**config.mk**
```make
export PLATFORM = sky130hd
export DESIGN_NAME = otter_hazard_unit
export DESIGN_NICKNAME = d
export VERILOG_FILES = /design/src/rtl/otter_hazard_unit.sv
export SDC_FILE = /design/constraint.sdc
export NUM_CORES = 1
export LEC_CHECK = 0
export ABC_AREA = 1
export CAP_MARGIN = 0
export CORE_UTILIZATION = 53
export DETAILED_ROUTE_END_ITERATION = 7
export HOLD_SLACK_MARGIN = 0.05
export MAX_ROUTING_LAYER = met4
export PLACE_DENSITY = 0.81
export SYNTH_ARGS = -nofsm -noshare
export SYNTH_HDL_FRONTEND = slang
export SYNTH_SLANG_ARGS = --single-unit
```
**constraint.sdc**
```tcl
create_clock -name CLK -period 1.8 [get_ports CLK]
set_input_delay 0.27 -clock CLK [delete_from_list [all_inputs] [get_ports CLK]]
set_output_delay 0.27 -clock CLK [all_outputs]
set_load 0.01 [all_outputs]
```
**src/rtl/otter_hazard_unit.sv**
```systemverilog
// ---------------------------------------------------------------------------
// otter_hazard_unit
//
// Hazard detection and operand forwarding control for the pipelined OTTER
// core. A DEPTH-entry shift table follows every instruction that left decode
// (entry 0 = EX, entry DEPTH-1 = WB). Each entry remembers whether it holds a
// register-writing instruction, its destination and whether it is a LOAD.
// The unit compares the ID-stage source registers against the table. It then
// produces the decode stall (which also means "issue a bubble into EX") and a
// forwarding select for each operand.
//
// Build option:
//   OTTER_FWD_EN  defined   -> results are forwarded from the table.
//                 undefined -> no forwarding; any pending writer stalls ID
//                              until it has left WB, and the selects read 0.
//
// Ports:
//   CLK, RST             clock, synchronous active-high reset
//   id_valid             a real instruction sits in ID
//   id_rs1/rs2_addr      source register addresses in ID
//   id_rs1/rs2_used      the source is actually read
//   id_rd_addr           destination register in ID
//   id_rd_used           the instruction writes the register file
//   id_is_load           the instruction is a LOAD
//   flush                branch/jump taken in EX, ID instruction is dead
//   stall                hold PC and IF/ID, insert a bubble into EX
//   fwd_sel_a/b          0 = register file, k = result held in entry k-1
//   stall_count          saturating count of stalled cycles
// ---------------------------------------------------------------------------
module otter_hazard_unit #(
    parameter int DEPTH      = 3,
    parameter int REG_ADDR_W = 5,
    parameter int LOAD_READY = 2,
    parameter int CNT_W      = 32
) (
    input  logic                          CLK,
    input  logic                          RST,
    input  logic                          id_valid,
    input  logic [REG_ADDR_W-1:0]         id_rs1_addr,
    input  logic [REG_ADDR_W-1:0]         id_rs2_addr,
    input  logic                          id_rs1_used,
    input  logic                          id_rs2_used,
    input  logic [REG_ADDR_W-1:0]         id_rd_addr,
    input  logic                          id_rd_used,
    input  logic                          id_is_load,
    input  logic                          flush,
    output logic                          stall,
    output logic [$clog2(DEPTH+1)-1:0]    fwd_sel_a,
    output logic [$clog2(DEPTH+1)-1:0]    fwd_sel_b,
    output logic [CNT_W-1:0]              stall_count
);

    localparam int FSW = $clog2(DEPTH+1);

    logic [DEPTH-1:0]      valid_q, valid_d;
    logic [DEPTH-1:0]      load_q,  load_d;
    logic [REG_ADDR_W-1:0] rd_q [DEPTH];
    logic [REG_ADDR_W-1:0] rd_d [DEPTH];
    logic [CNT_W-1:0]      count_q, count_d;

    logic useA, useB;
    logic hazA, hazB;
    logic issue;

    // x0 is hardwired to zero, so it is never a real dependency.
    assign useA = id_valid & id_rs1_used & (id_rs1_addr != '0);
    assign useB = id_valid & id_rs2_used & (id_rs2_addr != '0);

`ifdef OTTER_FWD_EN
    logic [FSW-1:0] selA, selB;

    // The scan runs from oldest to youngest, so the youngest matching
    // producer is the one that decides the result. A load that has not yet
    // reached the MEM output register cannot be forwarded, so it stalls.
    always_comb begin
        hazA = 1'b0;
        hazB = 1'b0;
        selA = '0;
        selB = '0;
        for (int k = DEPTH-1; k >= 0; k--) begin
            if (valid_q[k] && (rd_q[k] != '0)) begin
                if (useA && (rd_q[k] == id_rs1_addr)) begin
                    if (load_q[k] && (k < LOAD_READY)) begin
                        hazA = 1'b1;
                        selA = '0;
                    end else begin
                        hazA = 1'b0;
                        selA = FSW'(k + 1);
                    end
                end
                if (useB && (rd_q[k] == id_rs2_addr)) begin
                    if (load_q[k] && (k < LOAD_READY)) begin
                        hazB = 1'b1;
                        selB = '0;
                    end else begin
                        hazB = 1'b0;
                        selB = FSW'(k + 1);
                    end
                end
            end
        end
    end

    assign fwd_sel_a = selA;
    assign fwd_sel_b = selB;
`else
    logic unusedLoadInfo;

    // Without forwarding, any pending writer of a source register blocks ID.
    always_comb begin
        hazA = 1'b0;
        hazB = 1'b0;
        for (int k = 0; k < DEPTH; k++) begin
            if (valid_q[k] && (rd_q[k] != '0)) begin
                if (useA && (rd_q[k] == id_rs1_addr)) hazA = 1'b1;
                if (useB && (rd_q[k] == id_rs2_addr)) hazB = 1'b1;
            end
        end
    end

    assign fwd_sel_a      = '0;
    assign fwd_sel_b      = '0;
    assign unusedLoadInfo = (^load_q) ^ (LOAD_READY != 0);
`endif

    // A flushed ID instruction is dead, so it never stalls and never issues.
    assign stall = (hazA | hazB) & ~flush;
    assign issue = id_valid & id_rd_used & ~stall & ~flush;

    // Next table state: a new entry (or a bubble) enters EX and everything
    // else moves one stage down. The WB entry drops off the end.
    always_comb begin
        valid_d  = {valid_q[DEPTH-2:0], issue};
        load_d   = {load_q[DEPTH-2:0], issue & id_is_load};
        rd_d[0]  = issue ? id_rd_addr : '0;
        for (int i = 1; i < DEPTH; i++) begin
            rd_d[i] = rd_q[i-1];
        end
        count_d = count_q;
        if (stall && (count_q != {CNT_W{1'b1}})) begin
            count_d = count_q + 1'b1;
        end
    end

    always_ff @(posedge CLK) begin
        if (RST) begin
            valid_q <= '0;
            load_q  <= '0;
            count_q <= '0;
            for (int i = 0; i < DEPTH; i++) begin
                rd_q[i] <= '0;
            end
        end else begin
            valid_q <= valid_d;
            load_q  <= load_d;
            count_q <= count_d;
            for (int i = 0; i < DEPTH; i++) begin
                rd_q[i] <= rd_d[i];
            end
        end
    end

    assign stall_count = count_q;

endmodule

```
==> results by group, run 1 <==
Route
  – Antenna-violating nets left: 0
  – Vias per cell: 5.84
  – Initial DRC count: 591
  – Remaining DRCs: 0
  – Routed WL: 12,300 µm
  – Via count: 4,057
  – Drt wl/cell: 17.7 µm
  – Drt pass-1 iters: 5

Power
  – Pwr Density: 441 mW/mm²
  – NetSw: 551 µW
  – Seq pwr share: 0.516
  – Int Power: 1600 µW
  – P_leak: 0.00205 µW
  – Clk pwr share: 0.392
  – Logic gate share of total power: 0.092
  – Final total power: 2150 µW
  – Switch share: 0.256
  – Worst IR Drop VDD: 0.000330 V

Worst setup path
  – Worst path max stage delay: 0.37 ns
  – Flop2flop setup slack: -0.18 ns
  – Crit path launch type: flip-flop
  – CP arrival: 2.25 ns
  – R2R Path End: stall_count[30]$_SDFFE_PP0P_
  – Worst-path fanout max: 4
  – R2R depth: 11
  – Delay-heaviest family, CP: simple AND/OR/NAND/NOR gates
  – Crit path capture type: flip-flop
  – Worst setup path endpoint: stall_count[30]$_SDFFE_PP0P_
  – Crit-path cells: ha_4 > nand2_4 > inv_2 > nand2_4 > buf_4 > buf_4 > nor2_1 > nand3b_1 > nand2_1 > nand4_1 > a21oi_2
  – Crit Path Category: reg -> reg
  – Critical path depth in cells: 11
  – Crit-path slowest cell: dfxtp_2
  – Worst Setup SP: stall_count[1]$_SDFFE_PP0P_
  – Critical Path RT: 2.06 ns
  – CP bufs+invs: 3
  – Worst flop-to-flop path startpoint: stall_count[1]$_SDFFE_PP0P_

Finish
  – Nets: 646
  – Area grow syn2layout: 53.2%
  – Ant. Diodes: 0
  – Share of cells above drive strength 1: 0.281
  – Most frequent cells in the layout: 111 x nand2_1, 68 x buf_4, 63 x nor2_1
  – Post-layout util: 0.865
  – Commonest non-fill, non-tap cell in the layout: nand2_1

STA
  – Setup TNS: -4.39 ns
  – RSZ-0062 raised after global routing: yes
  – Post-route minimum period: 1.98 ns
  – Final Slew Violations: 0
  – Setup Skew: 0.0150 ns
  – Endpoints failing setup: 33
  – Final hold vios: 0
  – Setup ws final: -0.185 ns
  – FMAX: 504 MHz
  – WHS: 0.440 ns
  – Fin crit share: 1.10

Placed design
  – Gpl congestion: 0.943
  – Dpl hpwl: 7580 µm
  – Port Buffer Count: 54
  – Pre-CTS worst setup slack: -0.759 ns

Synthesis
  – Syn_area_per_cell: 6.37 µm²
  – #FFs+latches synth: 50
  – Fraction of registers with async set/reset: 0
  – Biggest area consumer among synthesized cells: dfxtp_1
  – Ys flop type: dfxtp_1
  – Area share of the largest cell type after synthesis: 0.314
  – Top cells by area, synth: dfxtp_1 31%, nand2_1 16%, xor2_1 8.5%, nor2_1 8.2%, nand4_1 7.3%
  – Sequential area share after synthesis: 0.314
  – Synth unique cells: 24
  – Synthesized area: 0.00319 mm²
  – Number of synthesized flops with an enable pin: 0
  – Syn. warnings: 0
  – Post-Synthesis Cells: 500

Global routing
  – Initial antenna violation count: 0
  – Total gr overflow: 0
  – GRT Resource Usage Total: 0.349
  – Pin count of the biggest net entering global routing: 32
  – First-pass GRT wire length: 16,500 µm
  – Vias in the first global route: 3,404

Floorplan
  – Row cnt: 27
  – Core area: 0.00564 mm²
  – Die extent in y: 79.5 µm
  – IO Pins: 60
  – Die area: 0.00633 mm²
  – Die Wd: 79.5 µm
  – Starting density of the core: 0.565

Clock network
  – Clock sink total: 50
  – Root Buffer Master: clkbuf_8
  – CTS Buf Count: 5
  – Clock Latency Late Sink: 0.33 ns
  – Max clock buf depth: 2
  – H-tree levels: 2
  – CTS clk-pin slew, worst paths: 0.10 ns
  – CTS tree: built

Min path
  – Min-delay worst type: reg -> reg

Run
  – Total of max-cap violations: 0

Outcome
  – Status: finished, violations left
  – Failing checks: negative setup slack
[what timing repair did]
action | CTS | global route
setup endpoints to repair | 33 | 39
cloned | 0 | 5
resized for setup | 53 | 75
setup buffers | 5 | 18
pin swaps | 12 | 38
hold buffers | 0 | 0
[worst min-delay path by stage]
| stage | from | endpoint | slack (ns) | cells past startpoint |
|---|---|---|---|---|
| floorplan | id_rd_addr[0] | rd_q[0][0]$_SDFF_PP0_ | 0.38 | 2 |
| global placement | valid_q[0]$_SDFF_PP0_ | valid_q[1]$_SDFF_PP0_ | 0.43 | 2 |
| detailed placement | valid_q[0]$_SDFF_PP0_ | valid_q[1]$_SDFF_PP0_ | 0.42 | 2 |
| CTS | valid_q[0]$_SDFF_PP0_ | valid_q[1]$_SDFF_PP0_ | 0.44 | 2 |
| global route | valid_q[1]$_SDFF_PP0_ | valid_q[2]$_SDFF_PP0_ | 0.47 | 2 |
| finish | valid_q[1]$_SDFF_PP0_ | valid_q[2]$_SDFF_PP0_ | 0.44 | 2 |
[power by group through the flow]
stage	Sequential, µW	Clock, µW	Combinational, µW
finish	1110	843	198
floorplan	1140	0	90.0
global placement	1140	0	175
global route	1110	875	213
detailed placement	1140	0	178
CTS	1110	826	178
[sequential cells by signal, summed over array words and instances, names as in the netlist]
register     count
rd_q            15
valid_q          3
stall_count     32
[layout make-up]
type                            count  area [µm²]
Multi-Input combinational cell    369        2160
Timing Repair Buffer              133        1250
Sequential cell                    50        1030
Fill cell                         323         759
Inverter                           63         236
Tap cell                           72        90.1
Clock buffer                        5        68.8
Clock inverter                      3        45.0
[layer usage]
layer	up-vias	routed length [µm]	GRT usage
met2	296	5730	0.538
met1	1884	4960	0.459
li1	1829	-	-
met4	0	388	0.109
met3	48	1240	0.0674
met5	-	0	-
[synth_stat cells, types with 2 or more instances]
| cell type | number |
|---|---|
| nand4_1 | 37 |
| nand2_1 | 134 |
| inv_1 | 60 |
| nand3_1 | 22 |
| inv_2 | 3 |
| a21oi_1 | 30 |
| xor2_1 | 31 |
| buf_2 | 5 |
| o22ai_1 | 2 |
| buf_4 | 4 |
| clkbuf_1 | 9 |
| buf_6 | 3 |
| nor2_1 | 70 |
| nand3b_1 | 3 |
| nor3_1 | 15 |
| dfxtp_1 | 50 |
| xnor2_1 | 15 |
[kinds of logic after synthesis]
family / count (synthesis) / synth area share
compound gates: 33 / 0.0534
xor+xnor: 46 / 0.126
fa+ha+maj: 1 / 0.00393
buf+inv: 84 / 0.113
flops: 50 / 0.314
other cells: 1 / 0.00118
simple gates: 285 / 0.388
[worst min-delay path, stage by stage (launching register included)]
cell,delay (ns)
dfxtp_1,0.33
inv_1,0.05
nor2_1,0.03
[through the flow]
step | cell area, µm² | instances
6_report | 4880 | 695
5_1_grt | 4880 | 695
4_1_cts | 4380 | 675
3_5_place_dp | 4140 | 662
3_3_place_gp | 4140 | 662
2_1_floorplan | 3200 | 503
Power figures use the tool's default switching activity.
==> run 2, diff against run 1 <==
Settings changed: CORE_UTILIZATION 53 to 57, PLACE_DENSITY 0.81 to 0.86.
Clock period 1.8 ns to 2.6 ns, I/O delays scaled along.
==> run 2 against run 1 <==
The run now ends clean. Core utilization decreased by 12 points. Total power fell by 32%. Combinational power shrank 39%. Via count shrank 15%. Design area decreased by 20%. Global-route usage shrank 1.4 points. Wire length shrank 25%. Worst hold slack worse by 0.0084 ns. Flip-flop and latch count did not move. Non-clock buffer count decreased by 64.
==> results by group, run 2 (synthesized netlist as in run 1, its figures left out) <==
Outcome
  – Status: complete, no violations (was finished, violations left)

Finish
  – Max reg flops: 32 (unchanged)
  – Multi-input logic area: 0.00184 mm² (was 0.00216 mm²)
  – Final instance area: 0.00392 mm² (was 0.00488 mm²)
  – Area grow syn2layout: 23.1% (was 53.2%)
  – Commonest non-fill, non-tap cell in the layout: nand2_1 (unchanged)
  – Ant. Diodes: 0 (unchanged)
  – Seq. cell area: 0.00100 mm² (was 0.00103 mm²)
  – Post-Layout Cell Count: 629 (was 695)
  – Nets: 582 (was 646)
  – Layout fillers: 456 (was 323)
  – Most frequent cells in the layout: 134 x nand2_1, 70 x nor2_1, 60 x inv_1 (was 111 x nand2_1, 68 x buf_4, 63 x nor2_1)
  – Share of cells above drive strength 1: 0.0537 (was 0.281)

Clock network
  – Root Buffer Master: clkbuf_8 (unchanged)
  – CTS tree: built (unchanged)
  – Hold_buf cts: 0 (unchanged)
  – CTS clk-pin slew, worst paths: 0.09 ns (was 0.10 ns)
  – H-tree levels: 2 (unchanged)
  – Setup repair bufs after CTS: 0 (was 5)
  – CTS Buf Count: 5 (unchanged)
  – Clock sink total: 50 (unchanged)
  – Max clock buf depth: 2 (unchanged)
  – Clock Latency Late Sink: 0.31 ns (was 0.33 ns)

Worst setup path
  – CP arrival: 1.98 ns (was 2.25 ns)
  – Crit path capture type: primary output (was flip-flop)
  – Crit Path Category: in -> out (was reg -> reg)
  – Worst-path fanout max: 5 (was 4)
  – Critical Path RT: 2.21 ns (was 2.06 ns)
  – Crit path launch type: input pin (was flip-flop)

Global routing
  – M3 GR Usage: 0.0881 (was 0.0674)
  – Vias in the first global route: 3,120 (was 3,404)
  – Pin count of the biggest net entering global routing: 32 (unchanged)
  – Busiest grt layer: met2 (unchanged)
  – GRT Resource Usage Total: 0.335 (was 0.349)
  – Initial antenna violation count: 0 (unchanged)
  – Met2 Use GR: 0.487 (was 0.538)
  – First-pass GRT wire length: 15,100 µm (was 16,500 µm)
  – Total gr overflow: 0 (unchanged)
  – GR met1 Demand/Resource: 0.466 (was 0.459)

Route
  – Via count: 3,467 (was 4,057)
  – Vias per cell: 5.51 (was 5.84)
  – Drt pass-1 iters: 5 (unchanged)
  – Drt wl/cell: 14.7 µm (was 17.7 µm)
  – Remaining DRCs: 0 (unchanged)
  – Antenna-violating nets left: 0 (unchanged)
  – Routed WL: 9220 µm (was 12,300 µm)
  – Initial DRC count: 382 (was 591)

Power
  – Pwr Density: 372 mW/mm² (was 441 mW/mm²)
  – NetSw: 348 µW (was 551 µW)
  – Logic gate share of total power: 0.083 (was 0.092)
  – Switch share: 0.239 (was 0.256)
  – Final total power: 1460 µW (was 2150 µW)
  – Seq pwr share: 0.529 (was 0.516)
  – P_leak: 0.00158 µW (was 0.00205 µW)
  – Clk pwr share: 0.388 (was 0.392)
  – Int Power: 1110 µW (was 1600 µW)
  – Worst IR Drop VDD: 0.000275 V (was 0.000330 V)

Placed design
  – Dpl hpwl: 7070 µm (was 7580 µm)
  – Placed instance count: 621 (was 662)
  – Area after DPL: 0.00382 mm² (was 0.00414 mm²)
  – Port Buffer Count: 54 (unchanged)
  – Pre-CTS worst setup slack: -0.0732 ns (was -0.759 ns)
  – Gpl congestion: 0.960 (was 0.943)

Floorplan
  – Die Wd: 76.8 µm (was 79.5 µm)
  – Die extent in y: 76.8 µm (was 79.5 µm)
  – Core area: 0.00524 mm² (was 0.00564 mm²)
  – Die area: 0.00589 mm² (was 0.00633 mm²)
  – Row cnt: 26 (was 27)
  – IO Pins: 60 (unchanged)
  – Starting density of the core: 0.608 (was 0.565)

STA
  – Setup Skew: 0.00677 ns (was 0.0150 ns)
  – Endpoints failing setup: 0 (was 33)
  – Post-route minimum period: 2.37 ns
  – FMAX: 421 MHz
  – Setup ws final: 0.226 ns (was -0.185 ns)
  – RSZ-0062 raised after global routing: no (was yes)
  – Final hold vios: 0 (unchanged)
  – Final Slew Violations: 0 (unchanged)
  – Fin crit share: 0.913
  – WHS: 0.432 ns (was 0.440 ns)

Min path
  – Min-delay worst type: reg -> reg (unchanged)

Run
  – Total of max-cap violations: 0 (unchanged)
==> run 2: cell types whose count changed in the layout (fill, tap and decap cells not counted), moves of 13 or more <==
cell,previous run,this run
buf_4,68,15
nand2_1,111,134
a21oi_1,13,30
a21oi_2,17,0
nand2_4,16,0
dfxtp_1,37,50
==> run 2: area by class of cell <==
class | count | share of cell area
Multi-Input combinational cell | 369 | 0.469
Sequential cell | 50 | 0.255
Timing Repair Buffer | 69 | 0.165
Inverter | 63 | 0.0603
Tap cell | 70 | 0.0223
Clock buffer | 5 | 0.0175
Clock inverter | 3 | 0.0112
==> run 2: critical path, cell delays in order <==
cell	delay, ns
clkdlybuf4s50_1	0.53
nand2_1	0.12
nand2_1	0.06
inv_1	0.05
nand2_1	0.05
nor2_1	0.10
nand3_1	0.10
nand3_1	0.08
nand2_1	0.08
nand2_1	0.11
nand2_1	0.06
inv_1	0.05
clkdlybuf4s15_1	0.22
==> run 2: through the flow <==
step                       util  TNS (ns)
after floorplan               -         0
after global placement    0.729   -0.0848
after detailed placement  0.729    -0.131
after CTS                 0.749         0
after global routing      0.749         0
final                     0.749         0
==> run 2: routing by layer <==
layer	part of all wire	vias up	wire, µm
met3	0.12	7	1070
met1	0.45	1563	4160
li1	-	1694	-
met4	0.0074	0	68
met2	0.43	203	3930
met5	0	-	0
==> run 2: power groups by stage <==
stage / combinational, µW / clock [µW] / sequential, µW
finish: 121 / 566 / 772
global route: 131 / 608 / 773
floorplan: 62.3 / 0 / 789
detailed placement: 121 / 0 / 790
global placement: 120 / 0 / 790
CTS: 119 / 568 / 772
==> run 2: final timing paths <==
kind                    startpoint                           to  slack, ns  depth (start not counted)
max                 id_rs2_addr[3]                        stall       0.23                         13
min reg2reg  valid_q[0]$_SDFF_PP0_        valid_q[1]$_SDFF_PP0_       0.43                          2
max reg2reg  rd_q[0][0]$_SDFF_PP0_  stall_count[0]$_SDFFE_PP0P_       0.32                         16
min          valid_q[0]$_SDFF_PP0_        valid_q[1]$_SDFF_PP0_       0.43                          2
==> run 2: timing repair <==
item,CTS,global route
endpoints found under the setup margin,1,1
cloned,0,0
resized for setup,6,1
